$ cat src/rtl/mdu_iter.sv
// Iterative multiply/divide unit owning HI/LO: multi-cycle mult/multu/div/divu, single-cycle mthi/mtlo.
// Optional multiply-accumulate (madd/msub) enabled by defining MDU_MADD_EN.
module mdu_iter #(
    parameter int WIDTH      = 32,
    parameter int MUL_CYCLES = 5,
    parameter int DIV_CYCLES = 32
) (
    input  logic             clk,
    input  logic             reset_n,
    input  logic             start,
    input  logic [2:0]       op,
    input  logic [WIDTH-1:0] a,
    input  logic [WIDTH-1:0] b,
    output logic             busy,
    output logic             done,
    output logic [WIDTH-1:0] hi,
    output logic [WIDTH-1:0] lo
);

    localparam int MAXC = (MUL_CYCLES > DIV_CYCLES) ? MUL_CYCLES : DIV_CYCLES;
    localparam int CW   = $clog2(MAXC + 1);
    localparam logic [CW-1:0] MUL_LOAD = CW'(MUL_CYCLES - 1);
    localparam logic [CW-1:0] DIV_LOAD = CW'(DIV_CYCLES - 1);
    localparam logic [CW-1:0] CNT_ZERO = {CW{1'b0}};
    localparam logic [CW-1:0] CNT_ONE  = CW'(1);

    localparam logic [2:0] OP_MULT  = 3'b000;
    localparam logic [2:0] OP_MULTU = 3'b001;
    localparam logic [2:0] OP_DIV   = 3'b010;
    localparam logic [2:0] OP_DIVU  = 3'b011;
    localparam logic [2:0] OP_MTHI  = 3'b100;
    localparam logic [2:0] OP_MTLO  = 3'b101;
`ifdef MDU_MADD_EN
    localparam logic [2:0] OP_MADD  = 3'b110;
    localparam logic [2:0] OP_MSUB  = 3'b111;
`endif

    typedef enum logic [1:0] {
        S_IDLE = 2'b00,
        S_MUL  = 2'b01,
        S_DIV  = 2'b10
    } state_t;

    state_t               state_q, state_d;
    logic [CW-1:0]        cnt_q, cnt_d;
    logic [2:0]           op_q, op_d;
    logic [WIDTH-1:0]     a_q, a_d;
    logic [WIDTH-1:0]     b_q, b_d;
    logic [WIDTH-1:0]     rem_q, rem_d;
    logic [WIDTH-1:0]     quo_q, quo_d;
    logic                 quo_neg_q, quo_neg_d;
    logic                 rem_neg_q, rem_neg_d;
    logic                 div0_q, div0_d;
    logic [WIDTH-1:0]     hi_q, hi_d;
    logic [WIDTH-1:0]     lo_q, lo_d;
    logic                 busy_q, busy_d;
    logic                 done_q, done_d;

    logic                 div_sgn_s;
    logic [WIDTH:0]       rem_sh_s;
    logic [WIDTH:0]       trial_s;
    logic [WIDTH-1:0]     rem_nxt_s;
    logic [WIDTH-1:0]     quo_nxt_s;
    logic [WIDTH-1:0]     quo_fin_s;
    logic [WIDTH-1:0]     rem_fin_s;
    logic                 mul_sgn_s;
    logic [2*WIDTH-1:0]   ext_a_s;
    logic [2*WIDTH-1:0]   ext_b_s;
    logic [2*WIDTH-1:0]   prod_s;
    logic [2*WIDTH-1:0]   mul_res_s;

    function automatic logic [WIDTH-1:0] magnitude(input logic [WIDTH-1:0] v, input logic sgn);
        if (sgn && v[WIDTH-1]) begin
            magnitude = -v;
        end else begin
            magnitude = v;
        end
    endfunction

    // Restoring divide step on magnitudes: quo_q shifts the dividend out while collecting quotient bits.
    always_comb begin
        rem_sh_s  = {rem_q, quo_q[WIDTH-1]};
        trial_s   = rem_sh_s - {1'b0, b_q};
        if (!trial_s[WIDTH]) begin
            rem_nxt_s = trial_s[WIDTH-1:0];
            quo_nxt_s = {quo_q[WIDTH-2:0], 1'b1};
        end else begin
            rem_nxt_s = rem_sh_s[WIDTH-1:0];
            quo_nxt_s = {quo_q[WIDTH-2:0], 1'b0};
        end
        quo_fin_s = quo_neg_q ? -quo_nxt_s : quo_nxt_s;
        rem_fin_s = rem_neg_q ? -rem_nxt_s : rem_nxt_s;
    end

    // Full-width product of the latched operands, optionally folded into the current {hi,lo}.
    always_comb begin
        mul_sgn_s = (op_q != OP_MULTU);
        ext_a_s   = mul_sgn_s ? {{WIDTH{a_q[WIDTH-1]}}, a_q} : {{WIDTH{1'b0}}, a_q};
        ext_b_s   = mul_sgn_s ? {{WIDTH{b_q[WIDTH-1]}}, b_q} : {{WIDTH{1'b0}}, b_q};
        prod_s    = ext_a_s * ext_b_s;
`ifdef MDU_MADD_EN
        if (op_q == OP_MADD) begin
            mul_res_s = {hi_q, lo_q} + prod_s;
        end else if (op_q == OP_MSUB) begin
            mul_res_s = {hi_q, lo_q} - prod_s;
        end else begin
            mul_res_s = prod_s;
        end
`else
        mul_res_s = prod_s;
`endif
    end

    // Next-state logic: launch from IDLE, count down, commit result to hi/lo on the last busy cycle.
    always_comb begin
        state_d   = state_q;
        cnt_d     = cnt_q;
        op_d      = op_q;
        a_d       = a_q;
        b_d       = b_q;
        rem_d     = rem_q;
        quo_d     = quo_q;
        quo_neg_d = quo_neg_q;
        rem_neg_d = rem_neg_q;
        div0_d    = div0_q;
        hi_d      = hi_q;
        lo_d      = lo_q;
        busy_d    = busy_q;
        done_d    = 1'b0;
        div_sgn_s = (op == OP_DIV);

        case (state_q)
            S_IDLE: begin
                if (start) begin
                    case (op)
`ifdef MDU_MADD_EN
                        OP_MULT, OP_MULTU, OP_MADD, OP_MSUB: begin
`else
                        OP_MULT, OP_MULTU: begin
`endif
                            state_d = S_MUL;
                            cnt_d   = MUL_LOAD;
                            busy_d  = 1'b1;
                            op_d    = op;
                            a_d     = a;
                            b_d     = b;
                        end
                        OP_DIV, OP_DIVU: begin
                            state_d   = S_DIV;
                            cnt_d     = DIV_LOAD;
                            busy_d    = 1'b1;
                            op_d      = op;
                            a_d       = a;
                            b_d       = magnitude(b, div_sgn_s);
                            quo_d     = magnitude(a, div_sgn_s);
                            rem_d     = {WIDTH{1'b0}};
                            quo_neg_d = div_sgn_s & (a[WIDTH-1] ^ b[WIDTH-1]);
                            rem_neg_d = div_sgn_s & a[WIDTH-1];
                            div0_d    = (b == {WIDTH{1'b0}});
                        end
                        OP_MTHI: hi_d = a;
                        OP_MTLO: lo_d = a;
                        default: ;
                    endcase
                end else begin
                    state_d = S_IDLE;
                end
            end
            S_MUL: begin
                if (cnt_q == CNT_ZERO) begin
                    {hi_d, lo_d} = mul_res_s;
                    done_d       = 1'b1;
                    busy_d       = 1'b0;
                    state_d      = S_IDLE;
                end else begin
                    cnt_d = cnt_q - CNT_ONE;
                end
            end
            S_DIV: begin
                rem_d = rem_nxt_s;
                quo_d = quo_nxt_s;
                if (cnt_q == CNT_ZERO) begin
                    if (div0_q) begin
                        lo_d = {WIDTH{1'b1}};
                        hi_d = a_q;
                    end else begin
                        lo_d = quo_fin_s;
                        hi_d = rem_fin_s;
                    end
                    done_d  = 1'b1;
                    busy_d  = 1'b0;
                    state_d = S_IDLE;
                end else begin
                    cnt_d = cnt_q - CNT_ONE;
                end
            end
            default: begin
                state_d = S_IDLE;
                busy_d  = 1'b0;
            end
        endcase
    end

    // State and datapath registers; reset aborts any op in flight and clears HI/LO.
    always_ff @(posedge clk or negedge reset_n) begin
        if (!reset_n) begin
            state_q   <= S_IDLE;
            cnt_q     <= CNT_ZERO;
            op_q      <= 3'b000;
            a_q       <= {WIDTH{1'b0}};
            b_q       <= {WIDTH{1'b0}};
            rem_q     <= {WIDTH{1'b0}};
            quo_q     <= {WIDTH{1'b0}};
            quo_neg_q <= 1'b0;
            rem_neg_q <= 1'b0;
            div0_q    <= 1'b0;
            hi_q      <= {WIDTH{1'b0}};
            lo_q      <= {WIDTH{1'b0}};
            busy_q    <= 1'b0;
            done_q    <= 1'b0;
        end else begin
            state_q   <= state_d;
            cnt_q     <= cnt_d;
            op_q      <= op_d;
            a_q       <= a_d;
            b_q       <= b_d;
            rem_q     <= rem_d;
            quo_q     <= quo_d;
            quo_neg_q <= quo_neg_d;
            rem_neg_q <= rem_neg_d;
            div0_q    <= div0_d;
            hi_q      <= hi_d;
            lo_q      <= lo_d;
            busy_q    <= busy_d;
            done_q    <= done_d;
        end
    end

    assign busy = busy_q;
    assign done = done_q;
    assign hi   = hi_q;
    assign lo   = lo_q;

endmodule

$ cat config.mk
export PLATFORM = sky130hd
export DESIGN_NAME = mdu_iter
export DESIGN_NICKNAME = d
export VERILOG_FILES = /design/src/rtl/mdu_iter.sv
export SDC_FILE = /design/constraint.sdc
export NUM_CORES = 2
export LEC_CHECK = 0
export CAP_MARGIN = 20
export CELL_PAD_IN_SITES_DETAIL_PLACEMENT = 0
export CELL_PAD_IN_SITES_GLOBAL_PLACEMENT = 1
export CORE_UTILIZATION = 50
export CTS_CLUSTER_SIZE = 28
export DETAILED_ROUTE_END_ITERATION = 12
export PLACE_DENSITY_LB_ADDON = 0.1
export SLEW_MARGIN = 20
export SYNTH_ARGS = -nofsm -noshare
export SYNTH_HDL_FRONTEND = slang
export SYNTH_SLANG_ARGS = --single-unit
$ cat constraint.sdc
create_clock -name clk -period 26.6 [get_ports clk]
set_input_delay 5.32 -clock clk [delete_from_list [all_inputs] [get_ports clk]]
set_output_delay 5.32 -clock clk [all_outputs]
set_load 0.005 [all_outputs]
==> flow_summary.yaml <==
status:
  outcome: "finished, violations left"
  violations: "DRC"
layout:
  seq_area_um2: 5210
  drive_above_1_share_pct: 3.13
  multi_input_area_um2: 50000
  fillCellCount: 11701
  final_nets: 8728
  area_growth_pct: 5.81
setup_path:
  slowest_stage: "fa_1"
  crit_arrival_ps: 11720
  end_kind: "flip-flop"
  max_stage_delay_ps: 890
  cp_max_fo: 31
  required_ps: 27110
  startpoint_type: "flip-flop"
  crit_top_cell: "fa_1"
  crit_type: "flip-flop to flip-flop"
synth:
  synth_area_um2: 62600
  synth_nets: 8851
  ys_seq_area_share_pct: 8.32
  netlist-cell-type-count: 100
  synth-edff-count: 0
  synth-main-ff-cell: "dfrtp_1"
  syn_area_per_cell_um2: 8.92
  ys_ff_latch: 208
  async_reset_ff_share_pct: 100
  synthCells: 7012
  yosysWarnings: 0
detailed_routing:
  drtIter0Drc: 3698
  wl_per_cell_um: 24.5
  wl_um: 209000
  firstDrtPassIters: 10
  ant_nets: 0
  vias: 47694
  via_per_inst: 5.58
  drc_errors: 16
cts:
  path_clk_slew_ps: 70
  post_cts_buffers: 0
  numCtsBuffers: 25
  cts_resized: 0
  clock-sinks: 208
  insertion_delay_ps: 620
  cts_root_buffer: "clkbuf_16"
  max-clock-path-buffers: 3
  hold_buffers: 0
  cts_tree: "yes"
  htreeDepth: 1
grt:
  grt_pass1_wl_um: 325000
  antenna_found_initial: 12
  grt_overflow: 0
  grt_max_degree: 103
  grt_pass1_vias: 51466
  grt_use_total_pct: 34.5
floorplanning:
  start_util_pct: 50.5
  ios: 136
  core_um2: 124000
  fp-row-count: 129
  fp.dieArea_um2: 127000
  die_x_um: 356
  die_y_um: 356
sta:
  tightestPinTransition_ps: 1050
  post-route-min-period_ps: 11210
  fin_tns_setup_ps: 0
  slew_headroom_pct: 30.2
  worst_clock_skew_ps: 23.7
  max_freq_mhz: 89.2
  hold_viol: 0
  period_share_pct: 42.1
  slew_viol_final: 0
  setup_viol_count_final: 0
  rsz0062_at_grt: "no"
place:
  dp_hpwl_um: 164000
  portBuffers: 135
  place.gp.congestion: 0.960
flow_run:
  maxCapViolCount: 0
min_path:
  min_path_type: "flip-flop to flip-flop"
==> cell usage in the layout (no fill, tap or decap), types with 21 or more instances in the layout <==
cell type,netlist,final
nand2b_1,22,22
nand3_1,35,35
or3_1,30,30
a221oi_1,35,35
o31ai_1,54,54
fa_1,1420,1420
xnor2_1,174,174
inv_1,1578,1578
mux2i_1,34,34
o21ai_0,253,253
nor2_1,179,177
and2_1,428,428
nor3_1,44,44
a21o_1,78,78
clkdlybuf4s50_1,0,134
a31oi_1,22,22
and3_1,23,23
xor2_1,73,73
ha_1,349,346
nand2_1,1059,1057
o21bai_1,21,21
dfrtp_1,208,207
clkbuf_16,0,25
buf_4,3,103
a21oi_1,217,216
==> Yosys cell counts, types with 9 or more instances <==
master    number  area, um^2
a211oi_1      17         128
a21o_1        78         586
a21oi_1      217        1090
a221oi_1      35         307
a311oi_1       9        78.8
a31oi_1       22         138
and2_1       428        2680
and3_1        23         144
buf_1         12        45.0
buf_2         14        70.1
clkbuf_1     357        1340
dfrtp_1      208        5200
fa_1        1420       28400
ha_1         349        4370
inv_1       1578        5920
mux2i_1       34         340
nand2_1     1059        3980
nand2b_1      22         138
nand3_1       35         175
nand4_1       20         125
nor2_1       179         672
nor2b_1       10        62.6
nor3_1        44         220
nor3b_1       10        75.1
nor4_1        20         125
o211ai_1      12        90.1
o21a_1        17         128
o21ai_0      253        1270
o21bai_1      21         158
o31ai_1       54         405
o41ai_1       13         114
or2_2          9        56.3
or3_1         30         188
or4_1         11        82.6
xnor2_1      174        1520
xor2_1        73         639
==> through the flow <==
step                hold slack (ps)  setup WS, ps  cells  instance area (um^2)  util, %
finish                          478         15390   8550                 66200     53.4
global route                    490         14660   8549                 66200     53.4
CTS                             479         15420   8544                 66200     53.4
detailed placement              464         15450   8499                 65300     52.7
global placement                460         15460   8499                 65300     52.7
floorplan                       438         16850   7012                 62600        -
==> layer usage <==
| metal | vias up | part of all wire (%) | global-route usage (%) |
|---|---|---|---|
| met1 | 24894 | 42 | 47.6 |
| met2 | 1653 | 47 | 55.5 |
| met4 | 0 | 3.6 | 10.3 |
| li1 | 20828 | - | - |
| met5 | - | 0 | 0 |
| met3 | 319 | 7.5 | 6.15 |
==> final timing paths <==
path,startpoint,endpoint,cells past startpoint,slack (ps)
setup / recovery,op_q[2],hi[24],34,15390
hold / removal,lo[11],lo[11],1,480
setup reg to reg,op_q[2],hi[24],34,15390
hold reg to reg,lo[11],lo[11],1,480
max in group asynchronous,reset_n,rem_q[17],2,20270
min in group asynchronous,reset_n,quo_q[14],1,4790
==> layout make-up <==
type	instances	area share, %
multi-input cells	4835	75.5
inverters	1581	8.96
flip-flops and latches	208	7.86
repair buffers	238	3.22
well taps	1637	3.09
clock buffers	33	1.05
clock inverters	12	0.268
diodes	6	0.0227
==> cell families after synthesis <==
group	count (synthesis)	synth area share, %
AOI/OAI and AO/OA	846	8.79
xor gates and xnor gates	247	3.46
adders and majority gates	1772	52.5
buffers and inverters	1969	11.9
DFF	208	8.32
muxes	42	0.698
and+or+nand+nor	1928	14.4
==> registers in the layout, indices dropped and copies added (netlist names) <==
signal / cells
lo: 32
done: 1
a_q: 32
state_q: 2
rem_q: 32
quo_q: 32
quo_neg_q: 1
op_q: 3
div0_q: 1
cnt_q: 6
hi: 32
busy: 1
rem_neg_q: 1
b_q: 32
==> critical path: cells and delay by family, from the launching register on <==
family          cells  cell delay (ps)
simple gates        5             1250
fa+ha+maj          11             5950
xor+xnor            1              140
compound gates      9             2350
buf+inv             8             1040
flops               1              380
Power is not shown: default switching activity piles up to over one toggle a cycle in this logic, so the estimate is an artifact.
